==> config.mk <==
export PLATFORM = sky130hd
export DESIGN_NAME = multicycle_ctrl
export DESIGN_NICKNAME = d
export VERILOG_FILES = /design/src/rtl/multicycle_ctrl.sv
export SDC_FILE = /design/constraint.sdc
export NUM_CORES = 1
export LEC_CHECK = 0
export BUFFER_PORTS_ARGS = -buffer_cell sky130_fd_sc_hd__buf_2
export CELL_PAD_IN_SITES_DETAIL_PLACEMENT = 0
export CELL_PAD_IN_SITES_GLOBAL_PLACEMENT = 1
export CORE_AREA = 3 3 63 65
export DETAILED_ROUTE_END_ITERATION = 10
export DIE_AREA = 0 0 66 68
export PLACE_DENSITY_LB_ADDON = 0.1
export SLEW_MARGIN = 15
export SYNTH_ARGS = -nofsm -noshare
export SYNTH_HDL_FRONTEND = slang
export SYNTH_SLANG_ARGS = --single-unit
==> constraint.sdc <==
create_clock -name sys_clk -period 2.8 [get_ports sys_clk]
set_clock_uncertainty 0.1 [all_clocks]
set_input_delay 0.56 -clock sys_clk [delete_from_list [all_inputs] [get_ports sys_clk]]
set_output_delay 0.56 -clock sys_clk [all_outputs]
set_load 0.02 [all_outputs]
==> src/rtl/multicycle_ctrl.sv <==
// -----------------------------------------------------------------------------
// multicycle_ctrl
// Main control FSM for the multi-cycle RV32I core. It moves each instruction
// through FETCH -> DECODE -> EXEC -> (MEM) -> (WB). It also drives the PC
// advance strobe, the instruction-register load, the memory handshake and the
// register-file write enable.
//
// Parameters
//   MEM_TIMEOUT  cycles a memory request may wait for mem_ready (1..255)
//   AUTO_RUN     1 = leave IDLE right after reset, 0 = wait for run
//
// Ports
//   sys_clk       in   system clock, rising edge
//   sys_rst       in   synchronous active-high reset
//   run           in   start request, sampled only in IDLE
//   opcode[6:0]   in   instruction bits [6:0] from the instruction register
//   branch_cond   in   ALU branch comparison, 1 = taken
//   mem_ready     in   memory completion for the current request
//   pc_op         out  PC advance strobe, one pulse per retired instruction
//   pc_src        out  PC source, 0 = sequential, 1 = ALU result
//   ir_load       out  instruction-register load
//   mem_req       out  memory request
//   mem_we        out  memory write
//   mem_addr_sel  out  memory address source, 0 = PC, 1 = ALU result
//   reg_we        out  register-file write enable
//   wb_sel[1:0]   out  writeback source, 0 = ALU, 1 = memory, 2 = PC+4
//   state[2:0]    out  current FSM state
//   retired       out  retire pulse, coincident with pc_op
//   illegal       out  sticky illegal-opcode trap flag
//   timeout       out  sticky memory-timeout trap flag
// -----------------------------------------------------------------------------
module multicycle_ctrl #(
    parameter int MEM_TIMEOUT = 15,
    parameter bit AUTO_RUN    = 1'b1
) (
    input  logic       sys_clk,
    input  logic       sys_rst,
    input  logic       run,
    input  logic [6:0] opcode,
    input  logic       branch_cond,
    input  logic       mem_ready,
    output logic       pc_op,
    output logic       pc_src,
    output logic       ir_load,
    output logic       mem_req,
    output logic       mem_we,
    output logic       mem_addr_sel,
    output logic       reg_we,
    output logic [1:0] wb_sel,
    output logic [2:0] state,
    output logic       retired,
    output logic       illegal,
    output logic       timeout
);

    typedef enum logic [2:0] {
        S_IDLE   = 3'd0,
        S_FETCH  = 3'd1,
        S_DECODE = 3'd2,
        S_EXEC   = 3'd3,
        S_MEM    = 3'd4,
        S_WB     = 3'd5,
        S_TRAP   = 3'd6
    } state_t;

    typedef enum logic [3:0] {
        C_LUI    = 4'd0,
        C_AUIPC  = 4'd1,
        C_JAL    = 4'd2,
        C_JALR   = 4'd3,
        C_BRANCH = 4'd4,
        C_LOAD   = 4'd5,
        C_STORE  = 4'd6,
        C_OPIMM  = 4'd7,
        C_OP     = 4'd8
    } iclass_t;

    // The last count that is still allowed to wait. If mem_ready is still low
    // at this count, the core traps.
    localparam logic [7:0] WAIT_LAST = 8'(MEM_TIMEOUT - 1);

    state_t     st;
    iclass_t    cls;
    logic [7:0] wait_cnt;

    iclass_t    dec_class;
    logic       dec_legal;
    logic       wait_expired;

    assign state        = st;
    assign wait_expired = (wait_cnt == WAIT_LAST);

    // Opcode classification. It is only consumed in DECODE.
    // NOTE: every combinational output gets a default first, so no path
    // through the case can leave a signal unassigned and infer a latch.
    always_comb begin
        dec_class = C_LUI;
        dec_legal = 1'b1;
        case (opcode)
            7'b0110111: dec_class = C_LUI;
            7'b0010111: dec_class = C_AUIPC;
            7'b1101111: dec_class = C_JAL;
            7'b1100111: dec_class = C_JALR;
            7'b1100011: dec_class = C_BRANCH;
            7'b0000011: dec_class = C_LOAD;
            7'b0100011: dec_class = C_STORE;
            7'b0010011: dec_class = C_OPIMM;
            7'b0110011: dec_class = C_OP;
            default:    dec_legal = 1'b0;
        endcase
    end

    // State, class, wait counter and sticky trap flags. The wait counter is
    // only non-zero while a FETCH or MEM cycle is waiting. Every exit from
    // those states clears it, so it reads zero on entry to any state.
    // NOTE: state is updated with non-blocking assignments so every register
    // samples pre-edge values and simulation matches the synthesized flops.
    always_ff @(posedge sys_clk) begin
        if (sys_rst) begin
            st       <= S_IDLE;
            cls      <= C_LUI;
            wait_cnt <= 8'd0;
            illegal  <= 1'b0;
            timeout  <= 1'b0;
        end else begin
            case (st)
                S_IDLE: begin
                    if (AUTO_RUN || run) st <= S_FETCH;
                end
                S_FETCH: begin
                    if (mem_ready) begin
                        wait_cnt <= 8'd0;
                        st       <= S_DECODE;
                    end else if (wait_expired) begin
                        wait_cnt <= 8'd0;
                        timeout  <= 1'b1;
                        st       <= S_TRAP;
                    end else begin
                        wait_cnt <= wait_cnt + 8'd1;
                    end
                end
                S_DECODE: begin
                    cls <= dec_class;
                    if (dec_legal) begin
                        st <= S_EXEC;
                    end else begin
                        illegal <= 1'b1;
                        st      <= S_TRAP;
                    end
                end
                S_EXEC: begin
                    case (cls)
                        C_BRANCH:        st <= S_FETCH;
                        C_LOAD, C_STORE: st <= S_MEM;
                        default:         st <= S_WB;
                    endcase
                end
                S_MEM: begin
                    if (mem_ready) begin
                        wait_cnt <= 8'd0;
                        st       <= (cls == C_STORE) ? S_FETCH : S_WB;
                    end else if (wait_expired) begin
                        wait_cnt <= 8'd0;
                        timeout  <= 1'b1;
                        st       <= S_TRAP;
                    end else begin
                        wait_cnt <= wait_cnt + 8'd1;
                    end
                end
                S_WB:    st <= S_FETCH;
                S_TRAP:  st <= S_TRAP;
                default: st <= S_TRAP;   // encoding 7 is never entered legally
            endcase
        end
    end

    // Control outputs are decoded from the registered state and class plus
    // the live mem_ready and branch_cond inputs. IDLE and TRAP fall through
    // with all defaults at zero.
    always_comb begin
        pc_op        = 1'b0;
        pc_src       = 1'b0;
        ir_load      = 1'b0;
        mem_req      = 1'b0;
        mem_we       = 1'b0;
        mem_addr_sel = 1'b0;
        reg_we       = 1'b0;
        wb_sel       = 2'd0;
        retired      = 1'b0;
        case (st)
            S_FETCH: begin
                mem_req = 1'b1;
                ir_load = mem_ready;
            end
            S_EXEC: begin
                if (cls == C_BRANCH) begin
                    pc_op   = 1'b1;
                    pc_src  = branch_cond;
                    retired = 1'b1;
                end
            end
            S_MEM: begin
                mem_req      = 1'b1;
                mem_addr_sel = 1'b1;
                mem_we       = (cls == C_STORE);
                if (mem_ready && cls == C_STORE) begin
                    pc_op   = 1'b1;
                    retired = 1'b1;
                end
            end
            S_WB: begin
                reg_we  = 1'b1;
                pc_op   = 1'b1;
                retired = 1'b1;
                if (cls == C_LOAD) begin
                    wb_sel = 2'd1;
                end else if (cls == C_JAL || cls == C_JALR) begin
                    wb_sel = 2'd2;
                    pc_src = 1'b1;
                end
            end
            default: ;
        endcase
    end

endmodule

==> reports/qor.csv <==
stage,metric,value,unit
status,outcome,"finished, final reports clean",
pwr,powerDensity,457,nW/um^2
clocking,cts_tree,yes,
logic_synthesis,syn-num-nets,164,
sta,finalCriticalPeriod,2.39,ns
sta,slew_headroom,0.708,
pwr,p_leak,0.513,nW
floorplan,start_util,0.352,
critical_path,slowest_delay,0.58,ns
floorplan,fp.dieArea,4490,um^2
sta,fmax,419,MHz
finish,syn2layout_area_growth,12.6,%
critical_path,path_cells,xor2_1 -> nand2b_1 -> inv_2 -> buf_2,
finish,regArea,340,um^2
clocking,numCtsBuffers,3,
logic_synthesis,ys_types,48,
logic_synthesis,async_flop_share,0,
worst_hold_path,hold_path_class,register to register,
critical_path,start_kind,register,
finish,antenna_cells,0,
placement,gp_congestion,0.780,
finish,layout-drive-gt1-share,0.237,
sta,final.period_utilization,0.852,
global_route,grt_pass1_wl,5.09,mm
placement,io_buffers,25,
logic_synthesis,synth_warnings,0,
global_route,grt_start_max_net_pins,26,
clocking,clock-sinks,17,
sta,rsz0062_at_grt,no,
floorplan,row_count,21,
critical_path,worstPathRequired,2.14,ns
sta,setup_viol,0,
placement,dp_hpwl,2.18,mm
routing,via_count,1180,
sta,tns,0,ns
floorplan,ios,27,
sta,tightest_slew,0.437,ns
logic_synthesis,synth.cell_area,1190,um^2
finish,nFillCells,353,
placement,dp_slack,0.738,ns
finish,postLayoutCellArea,1340,um^2
logic_synthesis,synthCells,150,
pwr,ir_drop,161,uV
routing,drt_first_iter_violations,61,
critical_path,crit_type,register to output pin,
sta,finalHoldViolations,0,
finish,multi_input_area,762,um^2
logic_synthesis,synth-seq-cells,17,
floorplan,fp.dieW,66,um
logic_synthesis,syn_avg_cell_area,7.95,um^2
placement,placed_cell_area,1320,um^2
critical_path,cp_max_fo,13,
global_route,grt_pass1_vias,1077,
clocking,postCtsSetupBuffers,0,
flow_run,maxCapViolCount,0,
global_route,grtUsageTotal,0.147,
clocking,hold_buffers,0,
routing,wl_per_cell,14.0,um
clocking,clock_latency,0.31,ns
routing,wl,3.02,mm
clocking,h-tree-depth,1,
critical_path,end_kind,output pin,
critical_path,critical-path-slowest-cell,dfxtp_1,
logic_synthesis,ys_seq_area_frac,0.285,
clocking,root_buffer,clkbuf_4,
routing,vias_per_cell,5.49,
logic_synthesis,synth_edf_count,0,
global_route,grt_overflow,0,
clocking,cts_buffer_depth,2,
sta,layout_setup_ws,0.414,ns
floorplan,die_y,68,um
clocking,ctsResizeCount,0,
global_route,antenna_found_initial,0,
logic_synthesis,synth_top_flop_cell,dfxtp_1,
floorplan,coreArea,3390,um^2
critical_path,arrival,1.73,ns
sta,slew_viol_final,0,
routing,route.detailed.drc,0,
finish,nets,184,
routing,firstDrtPassIters,5,
routing,ant_nets,0,
clocking,clk_pin_slew,0.12,ns
pwr,power,0.614,mW
cell usage after synthesis, types with 4 or more instances:
library cell	count	area share
nand4b_1	5	0.037
nand3_1	10	0.042
nand2b_1	5	0.026
a31oi_1	5	0.026
dfxtp_1	17	0.29
inv_1	7	0.022
nand3b_1	4	0.025
a21oi_1	8	0.034
nor2_1	10	0.031
o21ai_0	4	0.017
nand2_1	12	0.038
nand4_1	4	0.021
and3_1	5	0.026
flip-flops by register name (all words and copies together), names as in the netlist:
| signal | count |
|---|---|
| state | 3 |
| wait_cnt | 8 |
| timeout | 1 |
| cls | 4 |
| illegal | 1 |
through the flow:
step | util | hold slack, ns | instances
2_1_floorplan | - | 0.366 | 150
3_3_place_gp | 0.388 | 0.333 | 211
3_5_place_dp | 0.388 | 0.338 | 211
4_1_cts | 0.396 | 0.364 | 215
5_1_grt | 0.396 | 0.407 | 215
6_report | 0.396 | 0.361 | 215
layer usage:
layer  wire (um)  share of wire  track usage  vias up
li1            -              -            -      598
met2        1330           0.44        0.224       22
met1        1560           0.52        0.207      556
met4          37          0.012       0.0609        0
met3          97          0.032       0.0197        4
met5           0              0            0        -
worst paths after layout:
path | startpoint | end | slack [ns] | cells after the start
worst max register to register | wait_cnt[0] | wait_cnt[7] | 0.76 | 6
worst min-delay path | illegal | illegal | 0.36 | 2
worst max-delay path | state[0] | mem_req | 0.41 | 4
worst min register to register | illegal | illegal | 0.36 | 2
placed cells by master (no fill, tap or decap), types with 2 or more instances in the layout:
| master | Yosys | final |
|---|---|---|
| buf_2 | 3 | 25 |
| dfxtp_1 | 17 | 17 |
| nand2_1 | 12 | 12 |
| nor2_1 | 10 | 10 |
| nand3_1 | 10 | 10 |
| a21oi_1 | 8 | 8 |
| inv_1 | 7 | 7 |
| nand2b_1 | 5 | 5 |
| and3_1 | 5 | 5 |
| nand4b_1 | 5 | 5 |
| a31oi_1 | 5 | 5 |
| nand4_1 | 4 | 4 |
| o21ai_0 | 4 | 4 |
| nand3b_1 | 4 | 4 |
| nor4_1 | 3 | 3 |
| nor4b_1 | 3 | 3 |
| or3_1 | 3 | 3 |
| o211ai_1 | 3 | 3 |
| clkbuf_4 | 0 | 3 |
| xor2_1 | 2 | 2 |
| nor3_2 | 2 | 2 |
| a211oi_1 | 2 | 2 |
| nor3_1 | 2 | 2 |
| ha_1 | 2 | 2 |
cell type report:
class | count | share of cell area
clock buffers | 3 | 0.0168
clock inverters | 1 | 0.00373
inverters | 8 | 0.0224
multi-input cells | 115 | 0.568
flip-flops and latches | 17 | 0.253
well taps | 46 | 0.0429
repair buffers | 25 | 0.0932
critical path: cells and delay by family, from the launching register on:
kind	cells	cell delay [ns]
and+or+nand+nor	1	0.23
xor gates and xnor gates	1	0.19
DFF	1	0.58
buffers and inverters	2	0.43
power breakdown:
group	internal (mW)	leakage, nW	switching (mW)	total, mW
clock	0.0533	0.0177	0.0877	0.141
combinational	0.0662	0.358	0.119	0.185
sequential	0.256	0.138	0.0320	0.288
total	0.375	0.513	0.239	0.614
kinds of logic after synthesis:
kind of cell,count (synthesis),synth area share
AO/OA/AOI/OAI,33,0.193
flip-flops,17,0.285
buffers and inverters,18,0.0755
adder cells (fa/ha/maj),2,0.0210
XOR/XNOR,3,0.0220
multiplexers,1,0.00839
AND/OR/NAND/NOR,76,0.395
No activity file was read; power rests on OpenSTA's default activity.
